### src/rtl/mem_port_arbiter.sv
// mem_port_arbiter: shares one memory port between fetch and load/store, hiding MEM_LATENCY behind req/done.
module mem_port_arbiter #(
  parameter int ADDR_WIDTH  = 32,
  parameter int DATA_WIDTH  = 32,
  parameter int MEM_LATENCY = 2
) (
  input  logic                    clk,
  input  logic                    reset,
  input  logic                    if_req,
  input  logic [ADDR_WIDTH-1:0]   if_addr,
  output logic                    if_done,
  output logic [DATA_WIDTH-1:0]   if_rdata,
  input  logic                    d_req,
  input  logic                    d_we,
  input  logic [ADDR_WIDTH-1:0]   d_addr,
  input  logic [DATA_WIDTH-1:0]   d_wdata,
  input  logic [DATA_WIDTH/8-1:0] d_wstrb,
  output logic                    d_done,
  output logic [DATA_WIDTH-1:0]   d_rdata,
  output logic                    mem_en,
  output logic                    mem_we,
  output logic [ADDR_WIDTH-1:0]   mem_addr,
  output logic [DATA_WIDTH-1:0]   mem_wdata,
  output logic [DATA_WIDTH/8-1:0] mem_wstrb,
  input  logic [DATA_WIDTH-1:0]   mem_rdata,
  output logic                    busy
);
  localparam int SW = DATA_WIDTH / 8;
  localparam int CW = $clog2(MEM_LATENCY + 1);
  localparam logic [CW-1:0] CNT_INIT = CW'(MEM_LATENCY - 1);

  typedef enum logic [1:0] {IDLE, BUSY, RESP} state_t;

  state_t                  state_q, state_d;
  logic                    owner_q, owner_d;
  logic                    we_q, we_d;
  logic [ADDR_WIDTH-1:0]   addr_q, addr_d;
  logic [DATA_WIDTH-1:0]   wdata_q, wdata_d;
  logic [SW-1:0]           wstrb_q, wstrb_d;
  logic [CW-1:0]           cnt_q, cnt_d;
  logic [DATA_WIDTH-1:0]   if_rdata_q, if_rdata_d;
  logic [DATA_WIDTH-1:0]   d_rdata_q, d_rdata_d;
  logic                    take_d, take_f;

  // owner_q = 1 means the load/store unit owns the access; in RESP only the other port may be granted
  always_comb begin
    take_d     = d_req && (state_q == IDLE || (state_q == RESP && !owner_q));
    take_f     = if_req && ((state_q == IDLE && !d_req) || (state_q == RESP && owner_q));
    state_d    = state_q;
    owner_d    = owner_q;
    we_d       = we_q;
    addr_d     = addr_q;
    wdata_d    = wdata_q;
    wstrb_d    = wstrb_q;
    cnt_d      = cnt_q;
    if_rdata_d = if_rdata_q;
    d_rdata_d  = d_rdata_q;
    if (take_d) begin
      state_d = BUSY;
      owner_d = 1'b1;
      we_d    = d_we;
      addr_d  = d_addr;
      wdata_d = d_wdata;
      wstrb_d = d_wstrb;
      cnt_d   = CNT_INIT;
    end else if (take_f) begin
      state_d = BUSY;
      owner_d = 1'b0;
      we_d    = 1'b0;
      addr_d  = if_addr;
      wdata_d = '0;
      wstrb_d = '0;
      cnt_d   = CNT_INIT;
    end else if (state_q == RESP) begin
      state_d = IDLE;
    end else if (state_q == BUSY) begin
      cnt_d = cnt_q - CW'(1);
      if (cnt_q == '0) begin
        state_d    = RESP;
        cnt_d      = cnt_q;
        if_rdata_d = owner_q ? if_rdata_q : mem_rdata;
        d_rdata_d  = (owner_q && !we_q) ? mem_rdata : d_rdata_q;
      end
    end
  end

  always_ff @(posedge clk or negedge reset) begin
    if (!reset) begin
      state_q    <= IDLE;
      owner_q    <= 1'b0;
      we_q       <= 1'b0;
      addr_q     <= '0;
      wdata_q    <= '0;
      wstrb_q    <= '0;
      cnt_q      <= '0;
      if_rdata_q <= '0;
      d_rdata_q  <= '0;
    end else begin
      state_q    <= state_d;
      owner_q    <= owner_d;
      we_q       <= we_d;
      addr_q     <= addr_d;
      wdata_q    <= wdata_d;
      wstrb_q    <= wstrb_d;
      cnt_q      <= cnt_d;
      if_rdata_q <= if_rdata_d;
      d_rdata_q  <= d_rdata_d;
    end
  end

  assign busy      = state_q != IDLE;
  assign mem_en    = state_q == BUSY;
  assign mem_we    = mem_en && we_q;
  assign mem_wstrb = mem_en ? wstrb_q : '0;
  assign mem_addr  = addr_q;
  assign mem_wdata = wdata_q;
  assign if_done   = state_q == RESP && !owner_q;
  assign d_done    = state_q == RESP && owner_q;
  assign if_rdata  = if_rdata_q;
  assign d_rdata   = d_rdata_q;
endmodule

### config.mk
export PLATFORM = sky130hd
export DESIGN_NAME = mem_port_arbiter
export DESIGN_NICKNAME = d
export VERILOG_FILES = /design/src/rtl/mem_port_arbiter.sv
export SDC_FILE = /design/constraint.sdc
export NUM_CORES = 1
export LEC_CHECK = 0
export ABC_AREA = 1
export CORE_AREA = 2 2 119 144
export DETAILED_ROUTE_END_ITERATION = 10
export DIE_AREA = 0 0 121 146
export GPL_TIMING_DRIVEN = 0
export PLACE_DENSITY_LB_ADDON = 0.3
export SETUP_SLACK_MARGIN = 0.05
export SKIP_CTS_REPAIR_TIMING = 1
export SYNTH_ARGS = -nofsm -noshare
export SYNTH_HDL_FRONTEND = slang
export SYNTH_SLANG_ARGS = --single-unit
### constraint.sdc
create_clock -name clk -period 1.4 [get_ports clk]
set_input_delay 0.14 -clock clk [delete_from_list [all_inputs] [get_ports clk]]
set_output_delay 0.14 -clock clk [all_outputs]
set_load 0.02 [all_outputs]
==> flow_summary_export.csv <==
group,metric,value,unit
synth,synthCells,733,
worst_setup_path,worstSetupPathType,"flip-flop to flip-flop",
clock_network,cts-root-buf,"clkbuf_16",
place,dp_slack,-0.471,ns
cells_and_area,final_cell_count_no_fill,1287,
timing,setup_ws,-0.193,ns
floorplan,io_pins,274,
timing,max_freq,628,MHz
global_route,antenna_found_initial,0,
worst_setup_path,crit_arrival,1.89,ns
cells_and_area,nets,1200,
clock_network,clkSinkCount,138,
synth,synth.avg_cell_area,8.30,um^2
place,io_buffers,272,
place,numPlacedInstances,1218,
job,cap_viol_max_count,0,
floorplan,die_area,17700,um^2
status,status,"complete, but fails checks",
pwr,p_leak,6.70,nW
synth,syn-num-nets,871,
synth,synth-compound-area-share,5.69,%
timing,hold_ws,0.257,ns
timing,drv_slew,0,
worst_setup_path,required,1.70,ns
global_route,grt_max_degree,72,
detailed_routing,dr_total_vias,6300,
timing,finClkSkew,0.00760,ns
timing,worst_pin_slew,0.687,ns
cells_and_area,antennaDiodeCount,0,
synth,synthSimpleGateAreaFrac,31.4,%
clock_network,cts_buffers,17,
floorplan,std_cell_rows,51,
worst_hold_path,hold_path_class,"input pin to flip-flop",
synth,synth_warnings,0,
synth,ys_seq_elements,138,
floorplan,core_area,16100,um^2
worst_setup_path,end_kind,"flip-flop",
synth,yosysTopAreaCell,"dfrtp_1",
timing,finalHoldViolations,0,
timing,setup_viol,146,
status,violations,"setup timing",
pwr,vdd_drop_max,1.12,mV
detailed_routing,ant_nets,0,
worst_setup_path,startpoint_type,"flip-flop",
detailed_routing,totalWireLength,21900,um
global_route,grt_pass1_vias,5625,
detailed_routing,drt_iter0_markers,324,
cells_and_area,final_util,69.3,%
detailed_routing,wl_per_cell,17.0,um
timing,min_period,1.59,ns
detailed_routing,drtPass1Iterations,4,
pwr,powerDensity,2290,nW/um^2
synth,yosys.area_share.adder,0.206,%
timing,relSlewSlack,54.2,%
floorplan,die-width,121,um
clock_network,cts_buffer_depth,2,
clock_network,clk_pin_slew_worst_paths,0.06,ns
global_route,grt_pass1_wl,29500,um
floorplan,initial_core_util,37.7,%
synth,synth_xor_area_share,0.144,%
pwr,power,25.6,mW
clock_network,insertion_delay,0.42,ns
cells_and_area,nFillCells,1234,
timing,timing.final.crit_share,114,%
place,dpl.hpwl,14000,um
synth,synth_top_area_share,56.7,%
global_route,grt.overflow.total,0,
clock_network,h-tree-depth,4,
synth,ys_types,19,
synth,synth_top_family_by_area,"simple AND/OR/NAND/NOR gates",
detailed_routing,routed_via_density,4.90,
global_route,grt_use_total,21.2,%
worst_setup_path,crit_fanout,7,
detailed_routing,drc,0,
synth,synth_area_leaders,"dfrtp_1, nand2_1, nand3_1",
synth,ys_seq_area_share,56.7,%
synth,synth_mux_area_share,0,%
place,globalplace.congestion,0.806,
timing,rsz0062_at_grt,"true",
clock_network,tritoncts,"built",
cells_and_area,layout-drive-gt1-share,20.7,%
floorplan,dieHeight,146,um
cells_and_area,syn2layout_area_growth,83.8,%
synth,syn_area,6090,um^2
per-stage QoR:
stage          TNS (ns)  instance area, um^2
2_1_floorplan         0                 6090
3_3_place_gp    -774.25                 9070
3_5_place_dp     -22.02                 9100
4_1_cts          -45.43                 9710
5_1_grt          -23.67                11200
6_report         -15.67                11200
layer usage:
metal	part of all wire [%]	vias up	global-route usage, %
met3	7.9	24	7.68
li1	-	3018	-
met2	53	278	36.0
met1	38	2980	25.1
met5	0	-	0
met4	1.2	0	6.40
cell usage in the layout, fill, tap and decap left out, drive strengths merged, types with 3 or more instances in the layout:
master / synthesis / final
o21ai: 64 / 64
dlymetal6s2s: 0 / 128
inv: 15 / 17
nand3: 104 / 104
a21oi: 3 / 3
nor2: 10 / 10
clkinvlp: 0 / 3
buf: 40 / 72
clkbuf: 11 / 44
clkinv: 0 / 5
bufinv: 0 / 3
nand2: 345 / 346
clkdlybuf4s50: 0 / 134
dfrtp: 138 / 138
report_power, final:
part	total (mW)	leakage, nW	internal [mW]	switching [mW]
sequential	7.07	1.71	5.89	1.18
clock	4.62	0.284	2.82	1.80
combinational	13.9	4.71	6.30	7.58
sequential cells by signal, indices dropped and copies added (netlist names):
register and flops:
cnt_q 2, wstrb_q 4, mem_wdata 32, mem_addr 32, d_rdata 32, state_q 2, if_rdata 32, owner_q 1
we_q 1
worst paths after layout:
check                              from             to  slack, ns  cells past startpoint
hold / removal               d_wdata[3]   mem_wdata[3]       0.26                      3
setup reg to reg             state_q[1]   mem_wdata[7]      -0.19                      7
setup / recovery             state_q[1]   mem_wdata[7]      -0.19                      7
hold reg to reg            if_rdata[14]   if_rdata[14]       0.47                      2
max in group asynchronous         reset  mem_wdata[27]       0.30                      3
min in group asynchronous         reset     d_rdata[9]       0.30                      2
logic make-up after synthesis:
kind of cell | Yosys count
buf+inv | 66
compound gates | 67
fa+ha+maj | 1
xor+xnor | 1
simple gates | 460
flops | 138
critical path, stage by stage (launching register included):
cell and delay, ns:
dfrtp_2 0.46, buf_4 0.16, a21oi_4 0.17, nand2_4 0.16, clkbuf_16 0.23, clkbuf_16 0.16
nand3_2 0.08, nand2_1 0.06
synthesized netlist by cell type:
master and count:
a21oi_1 2, a21oi_4 1, buf_2 30, buf_4 2, buf_6 8, clkbuf_1 11
dfrtp_1 138, ha_1 1, inv_1 12, inv_2 3, nand2_1 341, nand2_4 4
nand3_1 104, nor2_1 7, nor2_4 3, o21ai_0 45, o21ai_1 19, or2_2 1
xor2_1 1
cell type report:
| type | count | area (um^2) | share of cell area, % |
|---|---|---|---|
| repair buffers | 309 | 3580 | 32.0 |
| flip-flops and latches | 138 | 3460 | 30.9 |
| multi-input cells | 530 | 2670 | 23.9 |
| plain buffers | 51 | 539 | 4.82 |
| clock buffers | 19 | 433 | 3.87 |
| well taps | 212 | 265 | 2.37 |
| clock inverters | 13 | 170 | 1.52 |
| inverters | 15 | 66.3 | 0.593 |
Power figures use the tool's default switching activity.
